`src/rtl/ask_pkg.sv`:
```
// ---------------------------------------------------------------------------
// ask_pkg
//  Shared ASK definitions, used by both the transmit and receive paths.
//  AD_W     ADC sample width
//  WIN_LEN  default samples per decision window (one carrier period)
//  THRESH   default peak-to-peak slice level; pp >= THRESH decodes as 0
//  DEGL_N   default number of agreeing windows before the deglitched output moves
//  WIN_W    window counter width
// ---------------------------------------------------------------------------
package ask_pkg;

    localparam int AD_W    = 8;
    localparam int WIN_LEN = 100;
    localparam int THRESH  = 192;
    localparam int DEGL_N  = 2;
    localparam int WIN_W   = $clog2(WIN_LEN);

    typedef logic [AD_W-1:0] sample_t;

    // Full swing decodes as 0, reduced swing as 1. A tie counts as full swing.
    function automatic logic slice_bit(input sample_t pp, input sample_t thresh);
        return (pp < thresh);
    endfunction

endpackage

```
`src/rtl/ask_demodulator_if.sv`:
```
// ---------------------------------------------------------------------------
// ask_demodulator_if
//  ADC-side and decision-side signals of the ASK receiver.
//  ad_data     ADC sample (into the demodulator)
//  ad_clk      ADC sample clock (out of the demodulator)
//  data_out    recovered bit
//  data_valid  one-cycle strobe per window decision
//  data_edge   one-cycle strobe when data_out changed at that decision
//  pp_level    last window's peak-to-peak amplitude
//  modport slave  : the demodulator
//  modport master : ADC source / downstream consumer
// ---------------------------------------------------------------------------
interface ask_demodulator_if;
    import ask_pkg::*;

    sample_t ad_data;
    logic    ad_clk;
    logic    data_out;
    logic    data_valid;
    logic    data_edge;
    sample_t pp_level;

    modport slave (
        input  ad_data,
        output ad_clk,
        output data_out,
        output data_valid,
        output data_edge,
        output pp_level
    );

    modport master (
        output ad_data,
        input  ad_clk,
        input  data_out,
        input  data_valid,
        input  data_edge,
        input  pp_level
    );

endinterface

```
`src/rtl/ask_pp_detect.sv`:
```
// ---------------------------------------------------------------------------
// ask_pp_detect
//  Peak-to-peak amplitude detector over fixed windows of WIN_LEN samples.
//  Stages: S0 sample register, S1 window counter + max/min tracking + hold
//  registers, S2 pp = max - min.
//  clk_100m    in   system clock
//  rst         in   async active-low reset
//  i_ad_data   in   ADC sample
//  o_pp        out  peak-to-peak of the last completed window (held)
//  o_pp_valid  out  one-cycle strobe when o_pp takes a new value
// ---------------------------------------------------------------------------
module ask_pp_detect
    import ask_pkg::*;
#(
    parameter int WIN_LEN = ask_pkg::WIN_LEN
) (
    input  logic    clk_100m,
    input  logic    rst,
    input  sample_t i_ad_data,
    output sample_t o_pp,
    output logic    o_pp_valid
);

    localparam int               CNT_W = $clog2(WIN_LEN);
    localparam logic [CNT_W-1:0] LAST  = CNT_W'(WIN_LEN - 1);

    sample_t          r_ad_q;
    logic             r_q_vld;      // r_ad_q holds a real sample (not the reset value)
    logic [CNT_W-1:0] r_win_cnt;
    sample_t          r_max;
    sample_t          r_min;
    sample_t          r_max_h;
    sample_t          r_min_h;
    logic [1:0]       r_vld_pipe;   // [0]: hold regs fresh, [1]: pp fresh
    sample_t          r_pp;

    sample_t          w_max_n;
    sample_t          w_min_n;

    // The first sample of a window reloads the trackers, so nothing carries
    // over from the previous window.
    always_comb begin
        w_max_n = r_max;
        w_min_n = r_min;
        if (r_win_cnt == '0) begin
            w_max_n = r_ad_q;
            w_min_n = r_ad_q;
        end else begin
            if (r_ad_q > r_max) w_max_n = r_ad_q;
            if (r_ad_q < r_min) w_min_n = r_ad_q;
        end
    end

    always_ff @(posedge clk_100m or negedge rst) begin
        if (!rst) begin
            r_ad_q     <= '0;
            r_q_vld    <= 1'b0;
            r_win_cnt  <= '0;
            r_max      <= '0;
            r_min      <= '0;
            r_max_h    <= '0;
            r_min_h    <= '0;
            r_vld_pipe <= '0;
            r_pp       <= '0;
        end else begin
            r_ad_q        <= i_ad_data;
            r_q_vld       <= 1'b1;
            r_vld_pipe[0] <= 1'b0;
            if (r_q_vld) begin
                r_max <= w_max_n;
                r_min <= w_min_n;
                // Hold latch uses the next-state values so the window's
                // last sample is included; wrap happens on the same edge.
                if (r_win_cnt == LAST) begin
                    r_win_cnt     <= '0;
                    r_max_h       <= w_max_n;
                    r_min_h       <= w_min_n;
                    r_vld_pipe[0] <= 1'b1;
                end else begin
                    r_win_cnt <= r_win_cnt + CNT_W'(1);
                end
            end
            r_vld_pipe[1] <= r_vld_pipe[0];
            if (r_vld_pipe[0]) r_pp <= r_max_h - r_min_h;
        end
    end

    assign o_pp       = r_pp;
    assign o_pp_valid = r_vld_pipe[1];

endmodule

```
`src/rtl/ask_demodulator.sv`:
```
// ---------------------------------------------------------------------------
// ask_demodulator
//  ASK receiver: measures peak-to-peak amplitude of the ADC stream over
//  windows of WIN_LEN samples and slices it against THRESH.
//  Full swing -> 0, reduced swing -> 1.
//  clk_100m   in   100 MHz system clock
//  rst        in   async active-low reset
//  bus        ask_demodulator_if.slave (ad_data in; ad_clk, data_out,
//             data_valid, data_edge, pp_level out)
//  Build option ASK_DEMOD_DEGLITCH_EN: data_out only moves after DEGL_N
//  consecutive windows slice to the new value.
// ---------------------------------------------------------------------------
module ask_demodulator
    import ask_pkg::*;
#(
    parameter int WIN_LEN = ask_pkg::WIN_LEN,
    parameter int THRESH  = ask_pkg::THRESH
`ifdef ASK_DEMOD_DEGLITCH_EN
    ,
    parameter int DEGL_N  = ask_pkg::DEGL_N
`endif
) (
    input  logic clk_100m,
    input  logic rst,
    ask_demodulator_if.slave bus
);

    sample_t w_pp;
    logic    w_pp_vld;
    logic    w_slice;

    logic    r_data_out;
    logic    r_data_valid;
    logic    r_data_edge;

    ask_pp_detect #(
        .WIN_LEN (WIN_LEN)
    ) u_pp_detect (
        .clk_100m   (clk_100m),
        .rst        (rst),
        .i_ad_data  (bus.ad_data),
        .o_pp       (w_pp),
        .o_pp_valid (w_pp_vld)
    );

    assign w_slice = slice_bit(w_pp, sample_t'(THRESH));

`ifdef ASK_DEMOD_DEGLITCH_EN
    localparam int DG_W = $clog2(DEGL_N + 1);

    // Counts consecutive windows that disagree with data_out.
    logic [DG_W-1:0] r_agree_cnt;

    always_ff @(posedge clk_100m or negedge rst) begin
        if (!rst) begin
            r_data_out   <= 1'b0;
            r_data_valid <= 1'b0;
            r_data_edge  <= 1'b0;
            r_agree_cnt  <= '0;
        end else begin
            r_data_valid <= w_pp_vld;
            r_data_edge  <= 1'b0;
            if (w_pp_vld) begin
                if (w_slice == r_data_out) begin
                    r_agree_cnt <= '0;
                end else if (r_agree_cnt == DG_W'(DEGL_N - 1)) begin
                    r_data_out  <= w_slice;
                    r_data_edge <= 1'b1;
                    r_agree_cnt <= '0;
                end else begin
                    r_agree_cnt <= r_agree_cnt + DG_W'(1);
                end
            end
        end
    end
`else
    always_ff @(posedge clk_100m or negedge rst) begin
        if (!rst) begin
            r_data_out   <= 1'b0;
            r_data_valid <= 1'b0;
            r_data_edge  <= 1'b0;
        end else begin
            r_data_valid <= w_pp_vld;
            r_data_edge  <= 1'b0;
            if (w_pp_vld) begin
                r_data_edge <= (w_slice != r_data_out);
                r_data_out  <= w_slice;
            end
        end
    end
`endif

    // ADC samples on the falling edge of clk_100m, so its data is settled
    // for our rising edge.
    assign bus.ad_clk     = ~clk_100m;
    assign bus.data_out   = r_data_out;
    assign bus.data_valid = r_data_valid;
    assign bus.data_edge  = r_data_edge;
    assign bus.pp_level   = w_pp;

endmodule

```
`src/flat_wrapper.sv`:
```
// flat-port wrapper written by rule: the top's interface ports become plain ports
module ask_demodulator_flat import ask_pkg::*;
#(
    parameter int WIN_LEN = ask_pkg::WIN_LEN,
    parameter int THRESH  = ask_pkg::THRESH

)
  (clk_100m, rst, bus_ad_data, bus_ad_clk, bus_data_out, bus_data_valid, bus_data_edge, bus_pp_level);
  ask_demodulator_if bus_i ();
  input  logic clk_100m;
  input  logic rst;
  input wire logic [$bits(bus_i.ad_data)-1:0] bus_ad_data;
  output wire logic [$bits(bus_i.ad_clk)-1:0] bus_ad_clk;
  output wire logic [$bits(bus_i.data_out)-1:0] bus_data_out;
  output wire logic [$bits(bus_i.data_valid)-1:0] bus_data_valid;
  output wire logic [$bits(bus_i.data_edge)-1:0] bus_data_edge;
  output wire logic [$bits(bus_i.pp_level)-1:0] bus_pp_level;
  assign bus_i.ad_data = bus_ad_data;
  assign bus_ad_clk = bus_i.ad_clk;
  assign bus_data_out = bus_i.data_out;
  assign bus_data_valid = bus_i.data_valid;
  assign bus_data_edge = bus_i.data_edge;
  assign bus_pp_level = bus_i.pp_level;
  ask_demodulator #(.WIN_LEN(WIN_LEN), .THRESH(THRESH)) u_core (.clk_100m(clk_100m), .rst(rst), .bus(bus_i));
endmodule
```
`config.mk`:
```
export PLATFORM = sky130hd
export DESIGN_NAME = ask_demodulator_flat
export DESIGN_NICKNAME = d
export VERILOG_FILES = /design/src/rtl/ask_pkg.sv /design/src/rtl/ask_demodulator_if.sv /design/src/rtl/ask_pp_detect.sv /design/src/rtl/ask_demodulator.sv /design/src/flat_wrapper.sv
export SDC_FILE = /design/constraint.sdc
export NUM_CORES = 1
export LEC_CHECK = 0
export ABC_AREA = 1
export CORE_ASPECT_RATIO = 0.8
export CORE_MARGIN = 2
export CORE_UTILIZATION = 49
export CTS_CLUSTER_SIZE = 28
export DETAILED_ROUTE_END_ITERATION = 10
export PLACE_DENSITY = 0.71
export SLEW_MARGIN = 10
export SYNTH_ARGS = -nofsm -noshare
export SYNTH_HDL_FRONTEND = slang
export SYNTH_SLANG_ARGS = --single-unit
```
`constraint.sdc`:
```
create_clock -name clk_100m -period 1.9 [get_ports clk_100m]
set_input_delay 0.285 -clock clk_100m [delete_from_list [all_inputs] [get_ports clk_100m]]
set_output_delay 0.285 -clock clk_100m [all_outputs]
set_load 0.03 [all_outputs]
```
==> results of run 1 <==
## worst paths after layout
path / depth (start not counted) / from / endpoint
setup reg to reg: 9 / u_core.u_pp_detect.r_ad_q[3] / u_core.u_pp_detect.r_min_h[1]
setup / recovery: 4 / clk_100m / bus_ad_clk
hold / removal: 1 / bus_ad_data[1] / u_core.u_pp_detect.r_ad_q[1]
max in group asynchronous: 3 / rst / u_core.u_pp_detect.r_max[2]
min in group asynchronous: 2 / rst / u_core.u_pp_detect.o_pp[5]
hold reg to reg: 0 / u_core.u_pp_detect.r_vld_pipe[1] / u_core.bus.data_valid
## logic make-up after synthesis
family	Yosys count	synth area share [%]
DFF	61	46.4
xor gates and xnor gates	4	1.06
and+or+nand+nor	209	29.5
other	1	0.114
AOI/OAI and AO/OA	30	5.13
buffers and inverters	65	8.10
adders and majority gates	25	9.73
## power breakdown
part / total, mW / internal [mW] / switching, mW
logic: 1.78 / 0.701 / 1.08
registers: 1.74 / 1.55 / 0.189
clock network: 1.14 / 0.601 / 0.544
## routing by layer
| metal | global-route usage (%) | vias to the layer above |
|---|---|---|
| met5 | 0 | - |
| met4 | 6.86 | 0 |
| met3 | 7.07 | 6 |
| met2 | 29.2 | 62 |
| met1 | 30.6 | 1226 |
| li1 | - | 1334 |
## critical path: stages
cell,delay (ns)
clkbuf_8,0.16
clkbuf_8,0.16
inv_1,0.05
buf_2,0.18
## registers in the layout, summed over array words and instances (netlist names)
name                           count
u_core.u_pp_detect.r_vld_pipe      2
u_core.u_pp_detect.r_ad_q          8
u_core.u_pp_detect.r_min           8
u_core.u_pp_detect.r_q_vld         1
u_core.bus.data_edge               1
u_core.u_pp_detect.r_win_cnt       7
u_core.bus.data_out                1
u_core.u_pp_detect.r_max           8
u_core.u_pp_detect.r_min_h         8
u_core.bus.data_valid              1
u_core.u_pp_detect.o_pp            8
u_core.u_pp_detect.r_max_h         8
## cell type report
| class | count | area, um^2 | share of cell area (%) |
|---|---|---|---|
| repair buffers | 32 | 313 | 8.07 |
| multi-input cells | 269 | 1520 | 39.3 |
| clock buffers | 15 | 179 | 4.62 |
| inverters | 57 | 219 | 5.65 |
| flip-flops and latches | 61 | 1530 | 39.4 |
| well taps | 84 | 105 | 2.71 |
| clock inverters | 3 | 12.5 | 0.323 |
## layout by cell type (no fill, tap or decap), types with 4 or more instances in the layout
cell	n
buf_4	9
a31oi_1	5
nand2_1	126
inv_1	55
ha_1	23
nor2_1	14
nand3_2	11
clkdlybuf4s50_1	19
nand4_1	4
a21oi_1	11
xor2_1	4
o21ai_0	7
nand3_1	42
clkbuf_8	10
dfrtp_1	61
## metrics by stage
step           cell area (um^2)  hold slack (ns)  std cells
2_1_floorplan              3290          -0.0106        395
3_3_place_gp               3650            0.291        502
3_5_place_dp               3650            0.292        502
4_1_cts                    3840            0.362        519
5_1_grt                    3880            0.369        521
6_report                   3880            0.382        521
## timing repair
| action | in CTS | in global routing |
|---|---|---|
| setup buffers | 0 | 2 |
| resized for setup | 5 | 4 |
| hold endpoints to repair | 20 | 0 |
| pin swaps | 0 | 2 |
| hold buffers | 1 | 0 |
| endpoints found under the setup margin | 1 | 16 |
==> results.tsv, run 1 <==
stage	metric	value	unit
run_status	status	complete, no violations	
flow_run	cap_viol_max_count	0	
yosys	synth_area_leaders	dfrtp_1, nand2_1, ha_1	
clock_tree	cts_buffer_depth	2	
finish	drive_gt1_share	11.4	%
place	pre_cts_ws	-0.0107	ns
timing	drv_slew	0	
finish	fin_util	60.2	%
floorplan	dieWidth	95.6	um
timing	slew_headroom	62.6	%
power	p_per_area	1200	nW/um^2
finish	syn2layout_area_growth	17.7	%
clock_tree	cts_made_buffers	9	
clock_tree	root_buffer	clkbuf_8	
floorplan	fp-row-count	26	
yosys	async_flop_share	100	%
drt	wl_met3	384	um
drt	drtPass1Iterations	4	
power	power_leakage	2.09	nW
global_routing	grt_max_degree	29	
timing	rsz0062_at_grt	false	
floorplan	start_util	51.1	%
yosys	synth_seq_cells	61	
drt	ant_nets	0	
clock_tree	clk-insertion-delay-late	0.34	ns
drt	routed.top_layer	met4	
global_routing	antenna_found_initial	0	
yosys	synth_enable_flop_cells	0	
yosys	seq_area_frac_synth	46.4	%
drt	wl_met2	3.08	mm
yosys	synth.most_common_cell	nand2_1	
clock_tree	clkTransAtPathRegs	0.06	ns
power	vdd_drop_max	0.744	mV
yosys	netlist_top_cells_count	nand2_1, dfrtp_1, inv_1	
yosys	ys_warn_count	0	
clock_tree	cts_tree	built	
floorplan	die_y	77.3	um
finish	layout.nets	467	
yosys	synth_area_per_cell	8.33	um^2
yosys	synthFlopType	dfrtp_1	
global_routing	grt_pass1_wl	11.9	mm
drt	drt-total-wl	6.89	mm
place	gp_congestion	0.889	
timing	hold_viol_final	0	
timing	tns	0	ns
floorplan	dieArea	7390	um^2
global_routing	grt_pass1_vias	2482	
timing	tightest_slew	0.560	ns
drt	drc_errors	0	
global_routing	grt_usage	21.0	%
yosys	synth_nets	430	
drt	avgRoutedWirePerCell	13.2	um
yosys	synth_cell_types	30	
finish	n_fill_cell	579	
finish	antenna_cells	0	
worst_setup_path	cp-end-kind	primary output	
power	power	4.66	mW
timing	setup_violations	0	
worst_setup_path	crit_fanout	9	
worst_setup_path	worstPathRequired	1.62	ns
yosys	yosysTopAreaCell	dfrtp_1	
timing	layout_setup_ws	0.110	ns
global_routing	gr-total-overflow	0	
clock_tree	h-tree-depth	3	
yosys	synth_top_cell_area_share	46.4	%
worst_setup_path	ff2ff_setup_slack	0.15	ns
floorplan	num_io_pins	22	
drt	num_vias	2628	
drt	drt_iter0_markers	228	
yosys	syn_area	3290	um^2
timing	skew	0.0104	ns
place	io_buffers	21	
worst_setup_path	path_class	clk2out	
place	hpwl	5.02	mm
drt	via_per_inst	5.04	
worst_setup_path	worstSetupStartpointType	clock port	
floorplan	core_area	6440	um^2
worst_hold_path	min_path_type	in2reg	
worst_setup_path	arrival	1.51	ns
yosys	synth_cells	395	
drt	wl_met1	3.36	mm
No activity file was read; power rests on OpenSTA's default activity.
==> run 2, diff against run 1 <==
--- a/config.mk
+++ b/config.mk
@@ -12,7 +12,7 @@
 export CTS_CLUSTER_SIZE = 28
 export DETAILED_ROUTE_END_ITERATION = 10
 export PLACE_DENSITY = 0.71
-export SLEW_MARGIN = 10
+export SLEW_MARGIN = 20
 export SYNTH_ARGS = -nofsm -noshare
 export SYNTH_HDL_FRONTEND = slang
 export SYNTH_SLANG_ARGS = --single-unit
==> results of run 2 <==
Final layout, timing and power as in run 1 (identical DEF).
==> run 3, diff against run 2 <==
--- a/config.mk
+++ b/config.mk
@@ -6,6 +6,7 @@
 export NUM_CORES = 1
 export LEC_CHECK = 0
 export ABC_AREA = 1
+export CAP_MARGIN = 10
 export CORE_ASPECT_RATIO = 0.8
 export CORE_MARGIN = 2
 export CORE_UTILIZATION = 49
==> results of run 3 <==
Final layout, timing and power as in run 1 (identical DEF).
